`config.mk`:
```
export PLATFORM = sky130hd
export DESIGN_NAME = exe_div_unit
export DESIGN_NICKNAME = d
export VERILOG_FILES = /design/src/rtl/exe_pkg.sv /design/src/rtl/div_step.sv /design/src/rtl/exe_div_unit.sv
export SDC_FILE = /design/constraint.sdc
export NUM_CORES = 1
export LEC_CHECK = 0
export ABC_AREA = 1
export ABC_CLOCK_PERIOD_IN_PS = 2410
export BUFFER_PORTS_ARGS = -buffer_cell sky130_fd_sc_hd__buf_2
export CAP_MARGIN = 10
export CORE_MARGIN = 2
export CORE_UTILIZATION = 57
export CTS_CLUSTER_SIZE = 10
export DETAILED_ROUTE_END_ITERATION = 7
export PLACE_DENSITY = 0.82
export SLEW_MARGIN = 40
export SYNTH_ARGS = -nofsm -noshare
export SYNTH_HDL_FRONTEND = slang
export SYNTH_HIERARCHICAL = 1
export SYNTH_SLANG_ARGS = --single-unit
```
`constraint.sdc`:
```
create_clock -name clk -period 2.41 [get_ports clk]
set_input_delay 0.1205 -clock clk [delete_from_list [all_inputs] [get_ports clk]]
set_output_delay 0.1205 -clock clk [all_outputs]
set_load 0.005 [all_outputs]
```
`src/rtl/exe_pkg.sv`:
```
// Shared definitions for the EXE-stage divide/remainder unit.
package exe_pkg;

  localparam int XLEN = 32;

  localparam logic [2:0] F3_DIV  = 3'b100;
  localparam logic [2:0] F3_DIVU = 3'b101;
  localparam logic [2:0] F3_REM  = 3'b110;
  localparam logic [2:0] F3_REMU = 3'b111;

  localparam logic [XLEN-1:0] DIV0_QUOT = 32'hFFFF_FFFF;
  localparam logic [XLEN-1:0] INT_MIN   = 32'h8000_0000;

  typedef enum logic [2:0] {IDLE, SPECIAL, RUN, FIX, DONE} div_state_t;

  // Magnitude of a two's-complement value; INT_MIN maps onto itself as unsigned 2^31.
  function automatic logic [XLEN-1:0] abs_val(input logic [XLEN-1:0] v);
    return v[XLEN-1] ? (~v + 1'b1) : v;
  endfunction

endpackage

```
`src/rtl/div_step.sv`:
```
// One restoring-division iteration: shift {rem,quo} left and try to subtract the divisor.
module div_step
  import exe_pkg::*;
(
  input  logic [XLEN-1:0] rem_i,
  input  logic [XLEN-1:0] quo_i,
  input  logic [XLEN-1:0] divisor_i,
  output logic [XLEN-1:0] rem_o,
  output logic [XLEN-1:0] quo_o
);

  logic [XLEN:0] partial;
  logic [XLEN:0] trial;

  // rem < divisor keeps the partial remainder within 33 bits, so bit XLEN of trial is its sign.
  assign partial = {rem_i, quo_i[XLEN-1]};
  assign trial   = partial - {1'b0, divisor_i};
  assign rem_o   = trial[XLEN] ? partial[XLEN-1:0] : trial[XLEN-1:0];
  assign quo_o   = {quo_i[XLEN-2:0], ~trial[XLEN]};

endmodule

```
`src/rtl/exe_div_unit.sv`:
```
// Iterative RV32M DIV/DIVU/REM/REMU unit with a start/busy/done handshake.
module exe_div_unit #(
  parameter int XLEN = 32
) (
  input  logic            clk,
  input  logic            rst_n,
  input  logic            start,
  input  logic [2:0]      funct3,
  input  logic [XLEN-1:0] rs1,
  input  logic [XLEN-1:0] rb,
  input  logic            flush,
  output logic            busy,
  output logic            done,
  output logic [XLEN-1:0] result
);
  import exe_pkg::*;

  div_state_t      state_q, state_d;
  logic [4:0]      cnt_q, cnt_d;
  logic [XLEN-1:0] rem_q, rem_d;
  logic [XLEN-1:0] quo_q, quo_d;
  logic [XLEN-1:0] dvsr_q, dvsr_d;
  logic [XLEN-1:0] result_q, result_d;
  logic            isRem_q, isRem_d;
  logic            negQ_q, negQ_d;
  logic            negR_q, negR_d;

  logic [XLEN-1:0] stepRem, stepQuo;
  logic            isSigned, isSpecial;

  div_step u_step (
    .rem_i    (rem_q),
    .quo_i    (quo_q),
    .divisor_i(dvsr_q),
    .rem_o    (stepRem),
    .quo_o    (stepQuo)
  );

  assign isSigned  = ~funct3[0];
  assign isSpecial = (rb == '0) || (isSigned && (rs1 == INT_MIN) && (rb == '1));

  always_ff @(posedge clk) begin
    if (!rst_n) begin
      state_q  <= IDLE;
      cnt_q    <= '0;
      rem_q    <= '0;
      quo_q    <= '0;
      dvsr_q   <= '0;
      result_q <= '0;
      isRem_q  <= 1'b0;
      negQ_q   <= 1'b0;
      negR_q   <= 1'b0;
    end else begin
      state_q  <= state_d;
      cnt_q    <= cnt_d;
      rem_q    <= rem_d;
      quo_q    <= quo_d;
      dvsr_q   <= dvsr_d;
      result_q <= result_d;
      isRem_q  <= isRem_d;
      negQ_q   <= negQ_d;
      negR_q   <= negR_d;
    end
  end

  always_comb begin
    state_d  = state_q;
    cnt_d    = cnt_q;
    rem_d    = rem_q;
    quo_d    = quo_q;
    dvsr_d   = dvsr_q;
    result_d = result_q;
    isRem_d  = isRem_q;
    negQ_d   = negQ_q;
    negR_d   = negR_q;

    unique case (state_q)
      IDLE: begin
        if (start && funct3[2] && !flush) begin
          isRem_d = funct3[1];
          cnt_d   = '0;
          if (isSpecial) begin
            // Raw operands are kept so REM by zero can return the signed dividend untouched.
            state_d = SPECIAL;
            rem_d   = rs1;
            quo_d   = '0;
            dvsr_d  = rb;
            negQ_d  = 1'b0;
            negR_d  = 1'b0;
          end else begin
            state_d = RUN;
            rem_d   = '0;
            quo_d   = isSigned ? abs_val(rs1) : rs1;
            dvsr_d  = isSigned ? abs_val(rb) : rb;
            negQ_d  = isSigned & (rs1[XLEN-1] ^ rb[XLEN-1]);
            negR_d  = isSigned & rs1[XLEN-1];
          end
        end
      end
      SPECIAL: begin
        state_d = DONE;
        if (dvsr_q == '0) result_d = isRem_q ? rem_q : DIV0_QUOT;
        else              result_d = isRem_q ? '0 : INT_MIN;
      end
      RUN: begin
        rem_d = stepRem;
        quo_d = stepQuo;
        cnt_d = cnt_q + 5'd1;
        if (cnt_q == 5'd31) state_d = FIX;
      end
      FIX: begin
        state_d = DONE;
        if (isRem_q) result_d = negR_q ? (~rem_q + 1'b1) : rem_q;
        else         result_d = negQ_q ? (~quo_q + 1'b1) : quo_q;
      end
      DONE: state_d = IDLE;
      default: state_d = IDLE;
    endcase

    // An abort leaves the previously delivered result visible.
    if (flush && (state_q != IDLE)) begin
      state_d  = IDLE;
      cnt_d    = '0;
      result_d = result_q;
    end
  end

  assign busy   = (state_q == SPECIAL) || (state_q == RUN) || (state_q == FIX);
  assign done   = (state_q == DONE);
  assign result = result_q;

endmodule

```
==> results.cfg <==
[status]
status = finished with violations
failed_checks = design-rule violations, negative setup slack

[critical_path]
cp-start-kind = flip-flop
r2r-end = rem_q[23]$_SDFFE_PN0P_
path_max_fanout = 8
crit_chain = ha_4, nand2_2, inv_1, nand2_1, nand2_1, inv_1, nand2_2, a21oi_4, buf_4, nand3_4, buf_4, nand2_8, nand2_1, nand2_1, a22oi_2, a21oi_2
crit_path_end_kind = flip-flop
max_stage_delay_ps = 490
critPathSlowestCell = dfxtp_1
cpMostUsedCell = nand2_1
reg2reg_depth = 16
r2r_slack_ps = -120
rr_startpoint = rem_q[21]$_SDFFE_PN0P_
cp.buffers_inverters = 4
critPathKind = reg2reg
path_delay_family = simple AND/OR/NAND/NOR gates
cp.arrival_ps = 2880
crit_required_ps = 2760

[hold_path]
hold_start = rs1[1]
worstHoldEndpoint = rem_q[1]$_SDFFE_PN0P_
whs_path_depth = 3
hold_class = in2reg

[global_route]
grt_first_pass_wirelength_um = 82600
grt_max_degree = 69
grt_remaining_overflow = 0
antenna_found_initial = 2
track_usage_pct = 40.2
grt_pass1_vias = 15500

[timing]
fin_crit_ps = 2530
setup_ws_ps = -119
finalSetupViolCount = 28
fmax_mhz = 395
finalHoldWorstSlack_ps = 44.2
report.final.slew_viol_count = 0
skew_ps = 18.3
hold_viol_final = 0
rsz0062_at_grt = yes
worst_pin_slew_ps = 684
tns_ps = -1010
slew_headroom_pct = 53.9
fin_crit_sh_pct = 105

[detailed_routing]
vias = 17700
wl_per_cell_um = 18.2
dr.pass1.iters = 8
drt-vias-per-instance = 5.87
drt_iter0_drc = 2434
ant_nets = 0
routed_wl_um = 54900
drc = 1

[layout]
final_cells = 3015
multi_input_area_um2 = 9980
drive_above_1_share_pct = 16.1
syn2layout_area_growth_pct = 18.8
seqCellArea_um2 = 2790
fill_cells = 2194
fin_nets = 2789
n_antenna_cell = 0

[yosys]
async_flop_share_pct = 0
yosys_warnings = 6
avgSynthCellArea_um2 = 5.52
ys_seq_elements = 139
ys_seq_area_share_pct = 19.7
netlist_top_cells_area = nand2_1 (22%), dfxtp_1 (20%), inv_1 (9.2%)
syn_nets = 2665
netlist_instances = 2554
synth_edf_count = 0
yosys_most_used_dff = dfxtp_1
netlist_area_um2 = 14100
yosys.area.top_type_share_pct = 22.3
synth_cell_types = 48
yosysTopAreaCell = nand2_1

[floorplanning]
pin_count = 105
start_util_pct = 58.0
placementRows = 57
die_h_um = 161
die_x_um = 161
coreArea_um2 = 24300
die_area_um2 = 26000

[place]
detailed_place_hpwl_um = 41900
dpl_worst_slack_ps = -156
port_buffers = 104
dpl.cell_count = 2968
gp_congestion = 1.03

[clock_network]
tritoncts = done
insertion_delay_ps = 430
cts_root_buf = clkbuf_16
cts_htree_levels = 4
cts_sinks = 139
cts.clk_slew.worst_paths_ps = 70
cts_buffer_depth = 2
cts_buffers = 17

[pwr]
powerDensity_nw_per_um2 = 1820
ir_drop_mv = 1.83
p_leak_uw = 0.00824

[flow_run]
drv_cap = 0
## timing repair
item                                    4_1_cts  5_1_grt
endpoints found under the setup margin       32       34
hold buffers                                  0        0
gates cloned                                  0        5
pin swaps                                     0       71
buffers inserted                              0       10
resized for setup                             7      138
## layout by cell type, fill, tap and decap left out, types with 4 or more instances in the layout
cell type / netlist / routed
nand2_1: 837 / 793
inv_1: 345 / 341
nand3_1: 248 / 241
nor2_1: 237 / 228
a21oi_1: 174 / 164
dfxtp_1: 139 / 132
buf_4: 34 / 112
buf_2: 14 / 104
o21ai_0: 96 / 96
nand4_1: 64 / 64
xor2_1: 52 / 52
nand2_2: 10 / 45
a22oi_1: 44 / 31
a31oi_1: 19 / 19
clkbuf_16: 0 / 19
o211ai_1: 18 / 18
ha_4: 0 / 17
ha_1: 39 / 16
inv_2: 12 / 15
nor2_2: 10 / 14
nor3_1: 15 / 13
a22oi_2: 0 / 13
a21oi_2: 2 / 11
nand3b_1: 10 / 10
o21bai_1: 10 / 10
nor2_4: 4 / 9
nand2_4: 2 / 8
dfxtp_2: 0 / 7
buf_12: 0 / 7
nand3_2: 2 / 6
ha_2: 0 / 6
o21ai_1: 5 / 5
and2_1: 5 / 5
or2_2: 5 / 5
nand2_8: 0 / 5
buf_6: 6 / 5
nor3_2: 2 / 4
clkinv_4: 0 / 4
## report_power, final
group | leakage [µW] | internal [µW] | total (µW) | switching [µW]
clock | 0.000297 | 1660 | 2800 | 1140
sequential | 0.00113 | 2640 | 3120 | 477
combinational | 0.00682 | 9320 | 24600 | 15300
## per-layer routing
| metal | routed length, µm | GRT usage, % |
|---|---|---|
| met5 | 12 | 0 |
| met1 | 23000 | 55.7 |
| met2 | 23000 | 61.3 |
| met3 | 6630 | 9.09 |
| met4 | 2280 | 14.5 |
## cell type report
type                    instances  area share [%]
multi-input cells            1933            59.6
flip-flops and latches        139            16.7
repair buffers                230            9.60
inverters                     357            8.01
clock buffers                  19            2.59
well taps                     324            2.42
clock inverters                13            1.08
## state kept, by name, indices dropped and copies added (netlist names)
signal and flops:
dvsr_q 32, quo_q 32, rem_q 32, result 32, cnt_q 5, state_q 3
isRem_q 1, negQ_q 1, negR_q 1
## metrics by stage
| step | power (µW) | instance area, µm² | utilization, % |
|---|---|---|---|
| 2_1_floorplan | 16000 | 14100 | - |
| 3_3_place_gp | 19900 | 15300 | 62.9 |
| 3_5_place_dp | 15800 | 15300 | 62.9 |
| 4_1_cts | 24200 | 15900 | 65.6 |
| 5_1_grt | 32400 | 16700 | 68.8 |
| 6_report | 30500 | 16700 | 68.8 |
## synth_stat cells, types with 12 or more instances
master    instances
inv_1           345
buf_4            34
clkbuf_1         59
xor2_1           52
inv_2            12
buf_2            14
nor2_1          237
a22oi_1          44
nand2_1         837
a21oi_1         174
buf_1            14
dfxtp_1         139
a31oi_1          19
nor3_1           15
ha_1             39
o211ai_1         18
nand4_1          64
o21ai_0          96
nand3_1         248
## worst max path at each step
stage / to / start / cells after the start
2_1_floorplan: rem_q[17]$_SDFFE_PN0P_ / quo_q[31]$_SDFFE_PN0P_ / 18
3_3_place_gp: rem_q[9]$_SDFFE_PN0P_ / quo_q[31]$_SDFFE_PN0P_ / 17
3_5_place_dp: rem_q[16]$_SDFFE_PN0P_ / quo_q[31]$_SDFFE_PN0P_ / 17
4_1_cts: rem_q[31]$_SDFFE_PN0P_ / dvsr_q[6]$_SDFFE_PN0P_ / 16
5_1_grt: rem_q[23]$_SDFFE_PN0P_ / rem_q[21]$_SDFFE_PN0P_ / 16
6_report: rem_q[23]$_SDFFE_PN0P_ / rem_q[21]$_SDFFE_PN0P_ / 16
## tightest hold or removal path, delay by kind of cell
family	cells	cell delay, ps
buf+inv	1	140
compound gates	1	60
simple gates	1	90
## cell families after synthesis
kind of cell | count (synthesis) | share of synthesized area, %
muxes | 2 | 0.142
adders and majority gates | 40 | 3.60
DFF | 139 | 19.7
buffers and inverters | 484 | 14.2
and+or+nand+nor | 1459 | 43.9
AOI/OAI and AO/OA | 375 | 15.0
xor gates and xnor gates | 55 | 3.42
Power figures use the tool's default switching activity.
